`config.mk`:
```
export PLATFORM = sky130hd
export DESIGN_NAME = vga_timing_gen_flat
export DESIGN_NICKNAME = d
export VERILOG_FILES = /design/src/rtl/vga_timing_gen_pkg.sv /design/src/rtl/vga_timing_gen_if.sv /design/src/rtl/vga_axis_timing.sv /design/src/rtl/vga_timing_gen.sv /design/src/flat_wrapper.sv
export SDC_FILE = /design/constraint.sdc
export NUM_CORES = 1
export LEC_CHECK = 0
export ABC_AREA = 1
export BUFFER_PORTS_ARGS = -buffer_cell sky130_fd_sc_hd__buf_2
export CAP_MARGIN = 10
export CORE_MARGIN = 8
export CORE_UTILIZATION = 42
export DETAILED_ROUTE_END_ITERATION = 10
export HOLD_SLACK_MARGIN = 0.15
export SLEW_MARGIN = 5
export SYNTH_ARGS = -nofsm -noshare
export SYNTH_HDL_FRONTEND = slang
export SYNTH_HIERARCHICAL = 1
export SYNTH_SLANG_ARGS = --single-unit
```
`constraint.sdc`:
```
create_clock -name clk -period 2.59 [get_ports clk]
set_clock_uncertainty 0.2 [all_clocks]
set_input_delay 0.518 -clock clk [delete_from_list [all_inputs] [get_ports clk]]
set_output_delay 0.518 -clock clk [all_outputs]
set_load 0.01 [all_outputs]
```
`src/rtl/vga_timing_gen_pkg.sv`:
```
// Shared constants and types for the VGA raster timing generator:
// standard mode parameter sets, the control-bundle struct and a total-length helper.
package vga_timing_pkg;

  // 640x480 @ 60 Hz (25.175 MHz pixel clock)
  localparam int VGA640_H_ACTIVE = 640;
  localparam int VGA640_H_FP     = 16;
  localparam int VGA640_H_SYNC   = 96;
  localparam int VGA640_H_BP     = 48;
  localparam int VGA640_V_ACTIVE = 480;
  localparam int VGA640_V_FP     = 10;
  localparam int VGA640_V_SYNC   = 2;
  localparam int VGA640_V_BP     = 33;

  // 800x600 @ 72 Hz (50 MHz pixel clock, positive syncs)
  localparam int SVGA800_H_ACTIVE = 800;
  localparam int SVGA800_H_FP     = 56;
  localparam int SVGA800_H_SYNC   = 120;
  localparam int SVGA800_H_BP     = 64;
  localparam int SVGA800_V_ACTIVE = 600;
  localparam int SVGA800_V_FP     = 37;
  localparam int SVGA800_V_SYNC   = 6;
  localparam int SVGA800_V_BP     = 23;

  // Signals that travel together through the sync/enable delay line
  typedef struct packed {
    logic hsync;
    logic vsync;
    logic video_en;
  } vga_ctl_t;

  function automatic int vga_total(input int active, input int fp, input int sync, input int bp);
    return active + fp + sync + bp;
  endfunction

endpackage

```
`src/rtl/vga_timing_gen_if.sv`:
```
// Timing bus between the raster generator (master) and the display path (slave).
// The display path supplies the pixel tick and consumes sync, enable, coordinates and strobes.
interface vga_timing_gen_if #(
  parameter int CW = 11
) ();

  logic                 pix_en;
  logic                 hsync;
  logic                 vsync;
  logic                 video_en;
  logic signed [CW-1:0] pixel_x;
  logic signed [CW-1:0] pixel_y;
  logic                 line_start;
  logic                 frame_start;

  modport master (
    input  pix_en,
    output hsync, vsync, video_en, pixel_x, pixel_y, line_start, frame_start
  );

  modport slave (
    output pix_en,
    input  hsync, vsync, video_en, pixel_x, pixel_y, line_start, frame_start
  );

endinterface

```
`src/rtl/vga_axis_timing.sv`:
```
// One raster axis: a wrapping counter over active+fp+sync+bp with active and sync decode.
// Used once for the horizontal axis and once for the vertical axis.
module vga_axis_timing
  import vga_timing_pkg::*;
#(
  parameter int ACTIVE = VGA640_H_ACTIVE,
  parameter int FP     = VGA640_H_FP,
  parameter int SYNC   = VGA640_H_SYNC,
  parameter int BP     = VGA640_H_BP,
  parameter int CW     = 11
) (
  input  logic          clk,
  input  logic          rst,
  input  logic          tick,
  output logic [CW-1:0] cnt,
  output logic          wrap,
  output logic          act,
  output logic          syn
);

  localparam int TOTAL = vga_total(ACTIVE, FP, SYNC, BP);

  if (CW < 2 || CW > 31) begin : g_bad_cw
    $error("vga_axis_timing: CW must be in 2..31");
  end
  if (ACTIVE <= 0 || FP <= 0 || SYNC <= 0 || BP <= 0) begin : g_bad_zero
    $error("vga_axis_timing: ACTIVE, FP, SYNC and BP must all be non-zero");
  end
  if (TOTAL > (2 ** (CW - 1)) - 1) begin : g_bad_total
    $error("vga_axis_timing: total length does not fit the signed coordinate width");
  end

  localparam logic [CW-1:0] LAST       = CW'(TOTAL - 1);
  localparam logic [CW-1:0] ACT_END    = CW'(ACTIVE);
  localparam logic [CW-1:0] SYNC_START = CW'(ACTIVE + FP);
  localparam logic [CW-1:0] SYNC_END   = CW'(ACTIVE + FP + SYNC);

  logic [CW-1:0] r_cnt;

  assign wrap = tick && (r_cnt == LAST);

  // NOTE: non-blocking assignment so every register samples pre-edge values,
  // independent of the order in which always blocks are evaluated.
  always_ff @(posedge clk or posedge rst) begin
    if (rst) begin
      r_cnt <= '0;
    end else if (tick) begin
      r_cnt <= wrap ? '0 : r_cnt + CW'(1);
    end
  end

  assign cnt = r_cnt;
  assign act = (r_cnt < ACT_END);
  assign syn = (r_cnt >= SYNC_START) && (r_cnt < SYNC_END);

endmodule

```
`src/rtl/vga_timing_gen.sv`:
```
// Parametrised VGA raster timing generator: H/V axis counters, sync polarity mapping,
// a pixel-tick delay line for sync/enable and undelayed line/frame start strobes.
module vga_timing_gen
  import vga_timing_pkg::*;
#(
  parameter int H_ACTIVE = VGA640_H_ACTIVE,
  parameter int H_FP     = VGA640_H_FP,
  parameter int H_SYNC   = VGA640_H_SYNC,
  parameter int H_BP     = VGA640_H_BP,
  parameter int V_ACTIVE = VGA640_V_ACTIVE,
  parameter int V_FP     = VGA640_V_FP,
  parameter int V_SYNC   = VGA640_V_SYNC,
  parameter int V_BP     = VGA640_V_BP,
  parameter bit HS_POL   = 1'b0,
  parameter bit VS_POL   = 1'b0,
  parameter int CW       = 11,
  parameter int PIPE_DLY = 1
) (
  input  logic              clk,
  input  logic              rst,
  vga_timing_gen_if.master  bus
);

  if (PIPE_DLY < 0 || PIPE_DLY > 4) begin : g_bad_dly
    $error("vga_timing_gen: PIPE_DLY must be in 0..4");
  end

  localparam vga_ctl_t CTL_IDLE = '{hsync: !HS_POL, vsync: !VS_POL, video_en: 1'b0};

  logic [CW-1:0] w_h_cnt, w_v_cnt;
  logic          w_h_wrap, w_v_wrap;
  logic          w_h_act, w_v_act;
  logic          w_h_syn, w_v_syn;
  logic          w_v_tick;
  vga_ctl_t      w_raw;
  vga_ctl_t      w_out;
  logic          r_line_start;
  logic          r_frame_start;

  // The vertical axis moves once per line, on the tick that wraps the horizontal axis
  assign w_v_tick = bus.pix_en & w_h_wrap;

  vga_axis_timing #(
    .ACTIVE (H_ACTIVE),
    .FP     (H_FP),
    .SYNC   (H_SYNC),
    .BP     (H_BP),
    .CW     (CW)
  ) u_h_axis (
    .clk  (clk),
    .rst  (rst),
    .tick (bus.pix_en),
    .cnt  (w_h_cnt),
    .wrap (w_h_wrap),
    .act  (w_h_act),
    .syn  (w_h_syn)
  );

  vga_axis_timing #(
    .ACTIVE (V_ACTIVE),
    .FP     (V_FP),
    .SYNC   (V_SYNC),
    .BP     (V_BP),
    .CW     (CW)
  ) u_v_axis (
    .clk  (clk),
    .rst  (rst),
    .tick (w_v_tick),
    .cnt  (w_v_cnt),
    .wrap (w_v_wrap),
    .act  (w_v_act),
    .syn  (w_v_syn)
  );

  assign w_raw.hsync    = w_h_syn ? HS_POL : !HS_POL;
  assign w_raw.vsync    = w_v_syn ? VS_POL : !VS_POL;
  assign w_raw.video_en = w_h_act & w_v_act;

  if (PIPE_DLY == 0) begin : g_no_dly
    assign w_out = w_raw;
  end else begin : g_dly
    vga_ctl_t r_dly [PIPE_DLY];

    // NOTE: the delay line is a handful of flops, so it is reset like any other register;
    // that is what keeps sync inactive rather than replaying stale levels after reset.
    always_ff @(posedge clk or posedge rst) begin
      if (rst) begin
        for (int i = 0; i < PIPE_DLY; i++) r_dly[i] <= CTL_IDLE;
      end else if (bus.pix_en) begin
        r_dly[0] <= w_raw;
        for (int i = 1; i < PIPE_DLY; i++) r_dly[i] <= r_dly[i-1];
      end
    end

    assign w_out = r_dly[PIPE_DLY-1];
  end

  // Strobes mark the first clk of the new line/frame and bypass the delay line
  always_ff @(posedge clk or posedge rst) begin
    if (rst) begin
      r_line_start  <= 1'b0;
      r_frame_start <= 1'b0;
    end else begin
      r_line_start  <= w_h_wrap;
      r_frame_start <= w_v_wrap;
    end
  end

  assign bus.hsync       = w_out.hsync;
  assign bus.vsync       = w_out.vsync;
  assign bus.video_en    = w_out.video_en;
  assign bus.pixel_x     = w_h_cnt;
  assign bus.pixel_y     = w_v_cnt;
  assign bus.line_start  = r_line_start;
  assign bus.frame_start = r_frame_start;

endmodule

```
`src/flat_wrapper.sv`:
```
// flat-port wrapper written by rule: the top's interface ports become plain ports
module vga_timing_gen_flat import vga_timing_pkg::*;
#(
  parameter int H_ACTIVE = VGA640_H_ACTIVE,
  parameter int H_FP     = VGA640_H_FP,
  parameter int H_SYNC   = VGA640_H_SYNC,
  parameter int H_BP     = VGA640_H_BP,
  parameter int V_ACTIVE = VGA640_V_ACTIVE,
  parameter int V_FP     = VGA640_V_FP,
  parameter int V_SYNC   = VGA640_V_SYNC,
  parameter int V_BP     = VGA640_V_BP,
  parameter bit HS_POL   = 1'b0,
  parameter bit VS_POL   = 1'b0,
  parameter int CW       = 11,
  parameter int PIPE_DLY = 1
)
  (clk, rst, bus_pix_en, bus_hsync, bus_vsync, bus_video_en, bus_pixel_x, bus_pixel_y, bus_line_start, bus_frame_start);
  vga_timing_gen_if #(.CW(CW)) bus_i ();
  input  logic clk;
  input  logic rst;
  input wire logic [$bits(bus_i.pix_en)-1:0] bus_pix_en;
  output wire logic [$bits(bus_i.hsync)-1:0] bus_hsync;
  output wire logic [$bits(bus_i.vsync)-1:0] bus_vsync;
  output wire logic [$bits(bus_i.video_en)-1:0] bus_video_en;
  output wire logic [$bits(bus_i.pixel_x)-1:0] bus_pixel_x;
  output wire logic [$bits(bus_i.pixel_y)-1:0] bus_pixel_y;
  output wire logic [$bits(bus_i.line_start)-1:0] bus_line_start;
  output wire logic [$bits(bus_i.frame_start)-1:0] bus_frame_start;
  assign bus_i.pix_en = bus_pix_en;
  assign bus_hsync = bus_i.hsync;
  assign bus_vsync = bus_i.vsync;
  assign bus_video_en = bus_i.video_en;
  assign bus_pixel_x = bus_i.pixel_x;
  assign bus_pixel_y = bus_i.pixel_y;
  assign bus_line_start = bus_i.line_start;
  assign bus_frame_start = bus_i.frame_start;
  vga_timing_gen #(.H_ACTIVE(H_ACTIVE), .H_FP(H_FP), .H_SYNC(H_SYNC), .H_BP(H_BP), .V_ACTIVE(V_ACTIVE), .V_FP(V_FP), .V_SYNC(V_SYNC), .V_BP(V_BP), .HS_POL(HS_POL), .VS_POL(VS_POL), .CW(CW), .PIPE_DLY(PIPE_DLY)) u_core (.clk(clk), .rst(rst), .bus(bus_i));
endmodule
```
==> results.cfg <==
[outcome]
status = finished, final reports clean

[clock_tree]
cts.sinks = 27
cts.clk_slew.worst_paths_ns = 0.10
cts_tree = done
clock_path_buffers = 2
worstSkewPairLatency_ns = 0.27
cts_buffers = 3
root_buffer = clkbuf_8
cts-htree-levels = 1
post_cts_resized = 0

[worst_setup_path]
reg2reg_depth = 11
crit_path_start_kind = flop
reg2reg_to = u_core/u_v_axis/cnt[6]
cp.buffers_inverters = 3
crit_required_ns = 2.56
cp_max_fo = 9
critPathCaptureType = flop
path_delay_family = simple AND/OR/NAND/NOR gates
worst_ep_arrival_time_ns = 2.24
r2r_slack_ns = 0.32
cp_slowest_cell = dfrtp_1
cp_common_cell = inv_1
r2r_start = u_core/u_h_axis/cnt[0]
worstPathCellList = ha_1 > nand2_1 > nor2_4 > nand4_1 > inv_1 > nand2_1 > inv_1 > nand3_1 > nor2_4 > xor2_1 > inv_1
cpPeakStageDelay_ns = 0.44
critical_path_class = reg -> reg

[hold_path]
hp-class = reg -> reg
min_path_cells = 2
min_to = u_core/bus.vsync
hp-start = u_core/bus.vsync

[placement]
place_hpwl_microns = 2630
numPortBuffers = 29
gp_congestion = 0.834
pre_cts_ws_ns = 0.314

[layout]
final_common_cell = nand2_1
num-fill-cells = 384
antenna_cells = 0
layout-drive-gt1-share = 0.205
nNetsFinal = 251
syn_to_final_growth_pct = 15.6
fin_util = 0.498
final_cell_mix = nand2_1, inv_1, nor2_1

[die]
core_area_sq_um = 3610
die_y_microns = 76.8
io_pins = 30
fp.dieW_microns = 76.8
num_rows = 22
start_util = 0.431
die-area_sq_um = 5900

[route]
drc = 0
post_drt_via_cell_ratio = 4.65
wirelength_microns = 3340
wire_per_inst_microns = 11.4
route.vias.total = 1358
ant_nets = 0
drt_iter0_drc = 80
drt_first_pass_iters = 4

[synthesis]
avgSynthCellArea_sq_um = 7.32
yosysSeqAreaShare = 0.437
syn_area_sq_um = 1550
syn_inst = 212
synth-seq-cells = 27
synth_fp_nets = 218
synth_warnings = 6
synth_area_leaders = dfrtp_1, nand2_1, inv_1, nor2_1, nand3_1
yosys.area.top_type_share = 0.403
synth_top_area_cell = dfrtp_1
yosysUniqueCellTypes = 23

[power_and_ir_drop]
p_per_area_nw_per_um2 = 576
max-vdd-ir-drop_v = 0.000414
leakagePower_nw = 1.01

[global_route]
use_met3 = 0.0256
grt_pass1_wl_microns = 5950
grt_usage = 0.119
top_usage_layer = met2
grt_max_degree = 17
grt_use_met2 = 0.203
first_global_vias = 1315
grt-ovfl-total = 0
globalRouteMet1Util = 0.144
antenna_found_initial = 0

[timing]
fmax_ghz = 0.440
rsz0062_at_grt = no
worstMarginPinSlew_ns = 0.483
min_period_ns = 2.27
finalHoldViolations = 0
hold_ws_ns = 0.268
relSlewSlack = 0.677
period_share = 0.878
report.final.slew_viol_count = 0
finalSetupViolations = 0
fin_tns_setup_ns = 0
fin_ws_ns = 0.316

[job]
max_cap_viol_count = 0
[cell type report]
cell class	instances	area, sq um	share of cell area
clock inverters	1	7.51	0.00418
repair buffers	31	163	0.0907
inverters	37	139	0.0774
clock buffers	3	41.3	0.0230
multi-input cells	145	706	0.393
flip-flops and latches	27	678	0.378
well taps	48	60.1	0.0335
[Yosys cell counts]
cell / n
a211oi_1: 1
a21oi_1: 4
and2_1: 1
buf_2: 1
buf_6: 1
clkbuf_8: 1
dfrtp_1: 25
dfstp_2: 2
ha_1: 3
inv_1: 33
inv_2: 4
nand2_1: 63
nand3_1: 16
nand3_2: 5
nand4_1: 4
nor2_1: 32
nor2_2: 1
nor2_4: 3
nor3_1: 2
nor3b_1: 1
o21ai_0: 3
or2_2: 1
xor2_1: 5
[worst min-delay path, stage by stage (launching register included)]
cell and delay [ns]:
dfstp_2 0.38, nand2_1 0.05, nand2_1 0.04
[power breakdown]
part | internal (W) | switching [W] | total, W
clock network | 0.000109 | 0.000133 | 0.000242
registers | 0.000474 | 0.0000732 | 0.000548
logic | 0.0000913 | 0.000152 | 0.000243
[routing by layer]
| layer | part of all wire | vias to the layer above | routed length, microns |
|---|---|---|---|
| met5 | 0 | - | 0 |
| met4 | 0.0090 | 0 | 30 |
| met3 | 0.043 | 4 | 144 |
| met2 | 0.48 | 23 | 1610 |
| met1 | 0.47 | 624 | 1560 |
| li1 | - | 707 | - |
[through the flow]
stage,cells,power [W],instance area (sq um)
2_1_floorplan,212,0.000706,1550
3_3_place_gp,287,0.000799,1740
3_5_place_dp,287,0.000802,1740
4_1_cts,292,0.00105,1790
5_1_grt,292,0.00111,1790
6_report,292,0.00103,1790
[state kept, by name (all words and copies together) (netlist names)]
signal / count
u_core/u_v_axis/cnt: 11
u_core/bus.vsync: 1
u_core/bus.line_start: 1
u_core/bus.frame_start: 1
u_core/bus.video_en: 1
u_core/bus.hsync: 1
u_core/u_h_axis/cnt: 11
[logic make-up after synthesis]
logic type                 Yosys count  share of synthesized area
and+or+nand+nor                    129                      0.375
buffers and inverters               40                      0.109
adders and majority gates            3                     0.0242
AOI/OAI and AO/OA                    8                     0.0274
xor gates and xnor gates             5                     0.0282
DFF                                 27                      0.437
[how the worst max path moves through the flow]
stage | from | to | slack (ns) | cells after the start
global placement | bus_pix_en | u_core/u_v_axis/cnt[5] | 0.35 | 11
floorplan | u_core/u_h_axis/cnt[0] | u_core/u_v_axis/cnt[6] | 0.50 | 12
global route | u_core/u_h_axis/cnt[0] | u_core/u_v_axis/cnt[6] | 0.04 | 11
finish | u_core/u_h_axis/cnt[0] | u_core/u_v_axis/cnt[6] | 0.32 | 11
detailed placement | bus_pix_en | u_core/u_v_axis/cnt[6] | 0.31 | 11
CTS | u_core/u_h_axis/cnt[0] | u_core/u_v_axis/cnt[6] | 0.30 | 11
[repair_timing]
| action | 4_1_cts | 5_1_grt |
|---|---|---|
| hold buffers | 1 | 0 |
| endpoints found under the setup margin | 0 | 0 |
| endpoints found under the hold margin | 25 | 0 |
| setup buffers | 0 | 0 |
Power figures use the tool's default switching activity.
